<file path="src/rtl/mem_line_initiator_if.sv">
// 128-bit L2 request/response bus.
// master = line initiator, slave = memory.
interface mem_line_initiator_if #(
  parameter int TAG_BITS  = 5,
  parameter int ADDR_BITS = 12
);
  logic                 mem_req_val;
  logic                 mem_req_rdy;
  logic [1:0]           mem_req_rw;
  logic [ADDR_BITS-1:0] mem_req_addr;
  logic [127:0]         mem_req_data;
  logic [TAG_BITS-1:0]  mem_req_tag;
  logic                 mem_resp_val;
  logic                 mem_resp_nack;
  logic [127:0]         mem_resp_data;
  logic [TAG_BITS-1:0]  mem_resp_tag;

  modport master (
    output mem_req_val, mem_req_rw, mem_req_addr,
    output mem_req_data, mem_req_tag,
    input  mem_req_rdy, mem_resp_val, mem_resp_nack,
    input  mem_resp_data, mem_resp_tag
  );

  modport slave (
    input  mem_req_val, mem_req_rw, mem_req_addr,
    input  mem_req_data, mem_req_tag,
    output mem_req_rdy, mem_resp_val, mem_resp_nack,
    output mem_resp_data, mem_resp_tag
  );
endinterface

</file>
<file path="src/rtl/mem_line_initiator.sv">
// L1 line initiator: optional 4-store victim writeback, then 4-beat refill.
// Define MEM_TIMEOUT_EN to reissue loads stalled for TIMEOUT_CYCLES.
module mem_line_initiator #(
  parameter int TAG_BITS       = 5,
  parameter int ADDR_BITS      = 12,
  parameter int TIMEOUT_CYCLES = 64
) (
  input  logic                 clk,
  input  logic                 reset,
  input  logic                 req_val,
  output logic                 req_rdy,
  input  logic                 req_wb,
  input  logic                 req_refill,
  input  logic [ADDR_BITS-3:0] req_wb_addr,
  input  logic [ADDR_BITS-3:0] req_line_addr,
  input  logic [511:0]         req_wb_data,
  output logic                 resp_val,
  output logic [511:0]         resp_data,
  output logic                 err_timeout,
  mem_line_initiator_if.master mem
);
  typedef enum logic [2:0] {
    IDLE, WB, RD_REQ, RD_WAIT, DONE
  } state_t;

  state_t               state, state_n;
  logic [1:0]           beat, beat_n, beat_inc;
  logic [TAG_BITS-1:0]  tag_cnt, tag_cnt_n;
  logic [ADDR_BITS-3:0] wb_line_q, rd_line_q;
  logic [511:0]         wb_data_q;
  logic                 refill_q;
  logic                 accept, req_hs, match;
  logic                 req_val_n, resp_val_n;
  logic [1:0]           rw_n;
  logic [ADDR_BITS-1:0] addr_n;
  logic [127:0]         data_n;
  logic [TAG_BITS-1:0]  tag_n;
  logic [511:0]         resp_data_n;

`ifdef MEM_TIMEOUT_EN
  localparam int TW = $clog2(TIMEOUT_CYCLES + 1);
  logic [TW-1:0] timer, timer_n;
  logic          err_n;
`endif

  assign accept   = req_val & req_rdy;
  assign req_hs   = mem.mem_req_val & mem.mem_req_rdy;
  assign match    = mem.mem_resp_val &
                    (mem.mem_resp_tag == mem.mem_req_tag);
  assign beat_inc = beat + 2'd1;

  // next state and next values of all registered outputs
  always_comb begin
    state_n     = state;
    beat_n      = beat;
    tag_cnt_n   = tag_cnt;
    req_val_n   = mem.mem_req_val;
    rw_n        = mem.mem_req_rw;
    addr_n      = mem.mem_req_addr;
    data_n      = mem.mem_req_data;
    tag_n       = mem.mem_req_tag;
    resp_data_n = resp_data;
    resp_val_n  = 1'b0;
`ifdef MEM_TIMEOUT_EN
    timer_n     = '0;
    err_n       = 1'b0;
`endif
    unique case (state)
      IDLE: if (accept) begin
        beat_n = 2'd0;
        if (req_wb) begin
          state_n   = WB;
          req_val_n = 1'b1;
          rw_n      = 2'b01;
          addr_n    = {req_wb_addr, 2'b00};
          data_n    = req_wb_data[127:0];
        end else if (req_refill) begin
          state_n   = RD_REQ;
          req_val_n = 1'b1;
          rw_n      = 2'b00;
          addr_n    = {req_line_addr, 2'b00};
          tag_n     = tag_cnt;
        end else begin
          state_n   = DONE;
        end
      end
      WB: if (req_hs) begin
        if (beat == 2'd3) begin
          beat_n = 2'd0;
          if (refill_q) begin
            state_n = RD_REQ;
            rw_n    = 2'b00;
            addr_n  = {rd_line_q, 2'b00};
            tag_n   = tag_cnt;
          end else begin
            state_n   = DONE;
            req_val_n = 1'b0;
          end
        end else begin
          beat_n = beat_inc;
          addr_n = {wb_line_q, beat_inc};
          data_n = wb_data_q[{beat_inc, 7'd0} +: 128];
        end
      end
      RD_REQ: if (req_hs) begin
        state_n   = RD_WAIT;
        req_val_n = 1'b0;
        tag_cnt_n = tag_cnt + 1'b1;
        beat_n    = 2'd0;
      end
      RD_WAIT: if (match) begin
        if (mem.mem_resp_nack) begin
          state_n   = RD_REQ;
          beat_n    = 2'd0;
          req_val_n = 1'b1;
          rw_n      = 2'b00;
          addr_n    = {rd_line_q, 2'b00};
          tag_n     = tag_cnt;
        end else begin
          resp_data_n[{beat, 7'd0} +: 128] = mem.mem_resp_data;
          beat_n = beat_inc;
          if (beat == 2'd3) state_n = DONE;
        end
      end
      DONE: begin
        resp_val_n = 1'b1;
        state_n    = IDLE;
      end
      default: state_n = IDLE;
    endcase
`ifdef MEM_TIMEOUT_EN
    if (state == RD_WAIT && !match) begin
      timer_n = timer + 1'b1;
      if (timer_n == TW'(TIMEOUT_CYCLES)) begin
        timer_n   = '0;
        err_n     = 1'b1;
        state_n   = RD_REQ;
        beat_n    = 2'd0;
        req_val_n = 1'b1;
        rw_n      = 2'b00;
        addr_n    = {rd_line_q, 2'b00};
        tag_n     = tag_cnt;
      end
    end
`endif
  end

  // state and output registers
  always_ff @(posedge clk) begin
    if (reset) begin
      state            <= IDLE;
      beat             <= 2'd0;
      tag_cnt          <= '0;
      req_rdy          <= 1'b0;
      resp_val         <= 1'b0;
      resp_data        <= '0;
      mem.mem_req_val  <= 1'b0;
      mem.mem_req_rw   <= 2'b00;
      mem.mem_req_addr <= '0;
      mem.mem_req_data <= '0;
      mem.mem_req_tag  <= '0;
    end else begin
      state            <= state_n;
      beat             <= beat_n;
      tag_cnt          <= tag_cnt_n;
      req_rdy          <= (state_n == IDLE);
      resp_val         <= resp_val_n;
      resp_data        <= resp_data_n;
      mem.mem_req_val  <= req_val_n;
      mem.mem_req_rw   <= rw_n;
      mem.mem_req_addr <= addr_n;
      mem.mem_req_data <= data_n;
      mem.mem_req_tag  <= tag_n;
    end
  end

  // operation latched on acceptance
  always_ff @(posedge clk) begin
    if (accept) begin
      wb_line_q <= req_wb_addr;
      rd_line_q <= req_line_addr;
      wb_data_q <= req_wb_data;
      refill_q  <= req_refill;
    end
  end

`ifdef MEM_TIMEOUT_EN
  // response watchdog
  always_ff @(posedge clk) begin
    if (reset) begin
      timer       <= '0;
      err_timeout <= 1'b0;
    end else begin
      timer       <= timer_n;
      err_timeout <= err_n;
    end
  end
`else
  assign err_timeout = 1'b0;
`endif
endmodule

</file>
<file path="src/flat_wrapper.sv">
// flat-port wrapper written by rule: the top's interface ports become plain ports
module mem_line_initiator_flat 
#(
  parameter int TAG_BITS       = 5,
  parameter int ADDR_BITS      = 12,
  parameter int TIMEOUT_CYCLES = 64
)
  (clk, reset, req_val, req_rdy, req_wb, req_refill, req_wb_addr, req_line_addr, req_wb_data, resp_val, resp_data, err_timeout, mem_mem_req_val, mem_mem_req_rw, mem_mem_req_addr, mem_mem_req_data, mem_mem_req_tag, mem_mem_req_rdy, mem_mem_resp_val, mem_mem_resp_nack, mem_mem_resp_data, mem_mem_resp_tag);
  mem_line_initiator_if #(.TAG_BITS(TAG_BITS), .ADDR_BITS(ADDR_BITS)) mem_i ();
  input  logic clk;
  input  logic reset;
  input  logic req_val;
  output logic req_rdy;
  input  logic req_wb;
  input  logic req_refill;
  input  logic [ADDR_BITS-3:0] req_wb_addr;
  input  logic [ADDR_BITS-3:0] req_line_addr;
  input  logic [511:0] req_wb_data;
  output logic resp_val;
  output logic [511:0] resp_data;
  output logic err_timeout;
  output wire logic [$bits(mem_i.mem_req_val)-1:0] mem_mem_req_val;
  output wire logic [$bits(mem_i.mem_req_rw)-1:0] mem_mem_req_rw;
  output wire logic [$bits(mem_i.mem_req_addr)-1:0] mem_mem_req_addr;
  output wire logic [$bits(mem_i.mem_req_data)-1:0] mem_mem_req_data;
  output wire logic [$bits(mem_i.mem_req_tag)-1:0] mem_mem_req_tag;
  input wire logic [$bits(mem_i.mem_req_rdy)-1:0] mem_mem_req_rdy;
  input wire logic [$bits(mem_i.mem_resp_val)-1:0] mem_mem_resp_val;
  input wire logic [$bits(mem_i.mem_resp_nack)-1:0] mem_mem_resp_nack;
  input wire logic [$bits(mem_i.mem_resp_data)-1:0] mem_mem_resp_data;
  input wire logic [$bits(mem_i.mem_resp_tag)-1:0] mem_mem_resp_tag;
  assign mem_mem_req_val = mem_i.mem_req_val;
  assign mem_mem_req_rw = mem_i.mem_req_rw;
  assign mem_mem_req_addr = mem_i.mem_req_addr;
  assign mem_mem_req_data = mem_i.mem_req_data;
  assign mem_mem_req_tag = mem_i.mem_req_tag;
  assign mem_i.mem_req_rdy = mem_mem_req_rdy;
  assign mem_i.mem_resp_val = mem_mem_resp_val;
  assign mem_i.mem_resp_nack = mem_mem_resp_nack;
  assign mem_i.mem_resp_data = mem_mem_resp_data;
  assign mem_i.mem_resp_tag = mem_mem_resp_tag;
  mem_line_initiator #(.TAG_BITS(TAG_BITS), .ADDR_BITS(ADDR_BITS), .TIMEOUT_CYCLES(TIMEOUT_CYCLES)) u_core (.clk(clk), .reset(reset), .req_val(req_val), .req_rdy(req_rdy), .req_wb(req_wb), .req_refill(req_refill), .req_wb_addr(req_wb_addr), .req_line_addr(req_line_addr), .req_wb_data(req_wb_data), .resp_val(resp_val), .resp_data(resp_data), .err_timeout(err_timeout), .mem(mem_i));
endmodule
</file>
<file path="config.mk">
export PLATFORM = sky130hd
export DESIGN_NAME = mem_line_initiator_flat
export DESIGN_NICKNAME = d
export VERILOG_FILES = /design/src/rtl/mem_line_initiator_if.sv /design/src/rtl/mem_line_initiator.sv /design/src/flat_wrapper.sv
export SDC_FILE = /design/constraint.sdc
export NUM_CORES = 2
export LEC_CHECK = 0
export BUFFER_PORTS_ARGS = -buffer_cell sky130_fd_sc_hd__buf_2
export CAP_MARGIN = 20
export CORE_AREA = 2 2 516 518
export DETAILED_ROUTE_END_ITERATION = 8
export DIE_AREA = 0 0 518 520
export PLACE_DENSITY = 0.42
export SYNTH_ARGS = -nofsm -noshare
export SYNTH_HDL_FRONTEND = slang
export SYNTH_SLANG_ARGS = --single-unit
export TNS_END_PERCENT = 20
</file>
<file path="constraint.sdc">
create_clock -name clk -period 21.3 [get_ports clk]
set_input_delay 4.26 -clock clk [delete_from_list [all_inputs] [get_ports clk]]
set_output_delay 4.26 -clock clk [all_outputs]
set_load 0.01 [all_outputs]
</file>
Yosys cells after proc, flatten, opt, wreduce, memory -nomap -nowiden
Index checks and enable logic that the tools add are counted.

Register bits: 1205. Output and inout port bits: 663. Input port bits: 673. Word-level logic and storage cells: 120.

Reductions and logical operators: 13. Mux-type cells: 62. Bitwise operators: 4. Add/subtract/negate cells: 3. Shift operators: 3. Eq/ne operators: 20.

Operator list (count): $bwmux W512 (1); $mux W128 (4); $shift A128 B11 Y512 const A (1); $shiftx A128 B11 Y512 (1); $shiftx A512 B10 Y128 (1); $pmux W128 S2 (1); $mux W12 (8); $mux W5 (8); $pmux W12 S3 (1); $mux W3 (10); $mux W2 (14); $reduce_and A9 Y1 (2); $pmux W5 S3 (1); $ne A2 B1 Y1 const B (6); $ne A2 B2 Y1 const B (6); $pmux W3 S4 (1); $neg A9 Y11 (1); $mux W1 (10); $reduce_and A5 Y1 (2); $pmux W2 S4 (1); $reduce_and A8 Y1 (1); $reduce_and A7 Y1 (1); $eq A3 B2 Y1 const B (2); $logic_not A3 Y1 (2); other kinds (17) (19).

Logic depth before layout (Yosys ltp)
Word-level depth: 6. Depth in mapped cells: 10. Depth with buffers taken out: 6.

Worst setup path after synthesis
No wires, ideal clock.

Path kind: input port to flip-flop. Start: input req_val. End: register u_core.beat[0]. Stages: 6. Setup slack: -253 ps. Library setup time: 71 ps. Arrival: 21482 ps. Data required time: 21229 ps. Path buffers: 1. Cell sequence: and2_1 -> clkbuf_1 -> a211oi_1 -> or2_2 -> or4_1 -> a21oi_1.

Longest elaborated chain between the ends: 3.

RTL lines: from (decl) (RTL line flat_wrapper.sv:12) `input logic req_val;`; $and A1 B1 Y1 (RTL line mem_line_initiator.sv:46) `assign accept = req_val & req_rdy;`; net u_core.accept (RTL line mem_line_initiator.sv:32) `logic accept, req_hs, match;`; $ne A2 B1 Y1 (no line); $reduce_and A5 Y1 (no line); to (signal assigned) (RTL line mem_line_initiator.sv:164) `beat <= beat_n;`; to (decl) (RTL line mem_line_initiator.sv:27) `logic [1:0] beat, beat_n, beat_inc;`.

The timed path passes the listed nets, and every way through them passes these cells. A chain may end at the register's enable or synchronous reset.

Worst setup path after layout
Start: input req_val. End: register u_core.wb_data_q[202], enable pin.

Longest elaborated chain between the ends: 1.

RTL lines: $and A1 B1 Y1 (RTL line mem_line_initiator.sv:46); to (signal assigned) (RTL line mem_line_initiator.sv:182) `wb_data_q <= req_wb_data;`; to (decl) (RTL line mem_line_initiator.sv:30) `logic [511:0] wb_data_q;`.

No other way between the ends.

==> impl_metrics.tcl <==
set metrics [dict create \
    ys_types 53 \
    final_common_cell "buf_2" \
    numPlacedInstances 8515 \
    drv_cap 0 \
    cts_buffers 148 \
    synth_edf_count 533 \
    crit_arrival_ps 8580 \
    avgSynthCellArea_sq_um 11.4 \
    cts_setup_buffers 0 \
    synth_cells 3944 \
    stdcell_area_sq_mm 0.0599 \
    area_delta_synth_final_pct 32.8 \
    dr.pass1.iters 5 \
    wl_mm 214 \
    dp_hpwl_mm 154 \
    worstPathMaxFanout 160 \
    grt_max_degree 161 \
    grt_use_total_pct 15.1 \
    design.core.area_sq_mm 0.264 \
    tritoncts "done" \
    antenna_found_initial 129 \
    place_area_sq_mm 0.0550 \
    grt_pass1_vias 36400 \
    cts_resized 0 \
    synth_top_area_share_pct 35.5 \
    grt_pass1_wl_mm 295 \
    regArea_sq_mm 0.0294 \
    peakVddDrop_uv 64.3 \
    vias 37100 \
    grt_overflow 0 \
    fp.dieH_um 520 \
    async_reset_ff_share_pct 0 \
    dieArea_sq_mm 0.269 \
    h-tree-depth 4 \
    via_per_inst 4.21 \
    die_w_um 518 \
    drive_above_1_share_pct 33.4 \
    ys_seq_elements 1204 \
    yosys_warnings 0 \
    netlist_area_sq_mm 0.0451 \
    status "finished clean" \
    drc_errors 0 \
    ys_seq_area_share_pct 65.2 \
    final_nets 5813 \
    rsz0062_at_grt "no" \
    required_ps 21720 \
    period_minus_slack_ps 8160 \
    end_kind "flip-flop" \
    fill_cells 28800 \
    ioPinCount 1336 \
    worst_slew_pin_slew_ps 1130 \
    hold_violations 0 \
    drtAntennaViolNets 0 \
    path_clk_slew_ps 60 \
    clock_path_buffers 4 \
    hold_class "reg2reg" \
    place_congestion 0.866 \
    path_class "in2reg" \
    port_buffers 1333 \
    cp-start-kind "primary input" \
    powerDensity_mw_per_mm2 91.9 \
    maxSlewViolCount 0 \
    synth_top_cells_by_area "edfxtp_1 (35%), dfxtp_1 (30%), nand2_1 (6.6%)" \
    rows 189 \
    finClkSkew_ps 28.5 \
    setup_viol 0 \
    multi_input_area_sq_mm 0.0139 \
    drt_iter0_drc 2741 \
    leakage_nw 22.1 \
    setup_tns_ps 0 \
    hold_buffers 0 \
    numClockSinks 1204 \
    finalPower_mw 5.51 \
    synth_flop_cell "dfxtp_1" \
    slew_headroom_pct 24.7 \
    fin_cells 8821 \
    root_buffer "clkbuf_16" \
    finalCritPeriodShare_pct 38.3 \
    mostFrequentLayoutCells "buf_2 (1,333), nand2_1 (789), dfxtp_1 (670), a21oi_1 (539), edfxtp_1 (533)" \
    synth_top_area_cell "edfxtp_1" \
    fmax_mhz 123 \
    initial_core_util_pct 17.1 \
    insertion_delay_ps 790 \
    wl_per_cell_um 24.3 \
]
[logic make-up (layout without fill, tap and decap cells)]
| kind of cell | count (synthesis) | count (layout) | synth area share (%) |
|---|---|---|---|
| simple gates | 1506 | 1506 | 14.3 |
| flops | 1204 | 1204 | 65.2 |
| compound gates | 715 | 715 | 9.23 |
| buf+inv | 357 | 1653 | 4.05 |
| mux | 144 | 144 | 6.74 |
| xor+xnor | 10 | 10 | 0.194 |
| fa+ha+maj | 7 | 7 | 0.194 |
| other cells | 1 | 49 | 0.00831 |
[power breakdown]
part | internal (mW) | switching [mW] | total (mW)
sequential | 2.51 | 0.0413 | 2.55
clock | 1.50 | 1.07 | 2.57
combinational | 0.130 | 0.251 | 0.382
total | 4.14 | 1.36 | 5.51
[routing by layer]
metal | track usage [%] | share of wire (%) | vias to the layer above
met1 | 17.2 | 38 | 18300
met2 | 26.2 | 49 | 1608
met5 | 0 | 0.25 | -
li1 | - | - | 16700
met4 | 4.70 | 3.3 | 90
met3 | 5.62 | 9.4 | 398
[flip-flops by register name, indices dropped and copies added (netlist names), 2 cells and up]
name and cells:
u_core.state 3, u_core.mem.mem_req_tag 5, u_core.tag_cnt 5, u_core.mem.mem_req_addr 12
u_core.rd_line_q 10, u_core.wb_line_q 10, u_core.mem.mem_req_data 128, u_core.wb_data_q 512
u_core.beat 2, u_core.resp_data 512
[cell usage after synthesis, types with 2 or more instances]
| master | n |
|---|---|
| dfxtp_1 | 671 |
| nand3_1 | 524 |
| clkbuf_1 | 197 |
| buf_8 | 10 |
| o211ai_1 | 2 |
| nor2b_1 | 13 |
| edfxtp_1 | 533 |
| a21oi_1 | 539 |
| o31ai_1 | 2 |
| a211oi_1 | 12 |
| a31oi_1 | 4 |
| or4_1 | 2 |
| buf_6 | 30 |
| and4_4 | 2 |
| ha_1 | 7 |
| nor3b_1 | 3 |
| inv_1 | 3 |
| and3_1 | 2 |
| xnor2_1 | 6 |
| a311oi_1 | 129 |
| nand3b_1 | 2 |
| nand4_1 | 7 |
| buf_2 | 84 |
| o21ai_0 | 15 |
| nand2_1 | 790 |
| mux4_2 | 128 |
| xor2_1 | 4 |
| o41ai_1 | 2 |
| nor2_1 | 142 |
| nor3_1 | 5 |
| and2_1 | 5 |
| buf_4 | 8 |
| buf_1 | 23 |
| mux2i_1 | 16 |
| and4_1 | 4 |
[final cells by class]
type	count	area share, %
Antenna cell	47	0.196
Clock buffer	199	6.81
Clock inverter	59	1.23
Inverter	4	0.0251
Multi-Input combinational cell	2384	23.3
Sequential cell	1204	49.1
Tap cell	3533	7.38
Timing Repair Buffer	1391	11.9
[final timing paths]
path / startpoint / to / slack [ps] / cells past startpoint
worst max-delay path: req_val / u_core.wb_data_q[202] / 13140 / 7
worst min-delay path: u_core.resp_data[156] / u_core.resp_data[156] / 450 / 2
worst max register to register: u_core.req_rdy / u_core.wb_data_q[202] / 16290 / 6
worst min register to register: u_core.resp_data[156] / u_core.resp_data[156] / 450 / 2
[worst max-delay path: stages]
cell and delay (ps):
buf_2 110, and2_4 140, buf_4 690, buf_4 770
buf_12 570, buf_4 780, buf_12 720
[through the flow]
step           hold slack [ps]  setup WS, ps  util (%)
2_1_floorplan              450          8430         -
3_5_place_dp               440         12370      20.8
5_1_grt                    459         12970      22.7
3_3_place_gp               434         12460      20.8
6_report                   446         13140      22.7
4_1_cts                    447         13310      22.7
(Power assumes the default switching activity.)
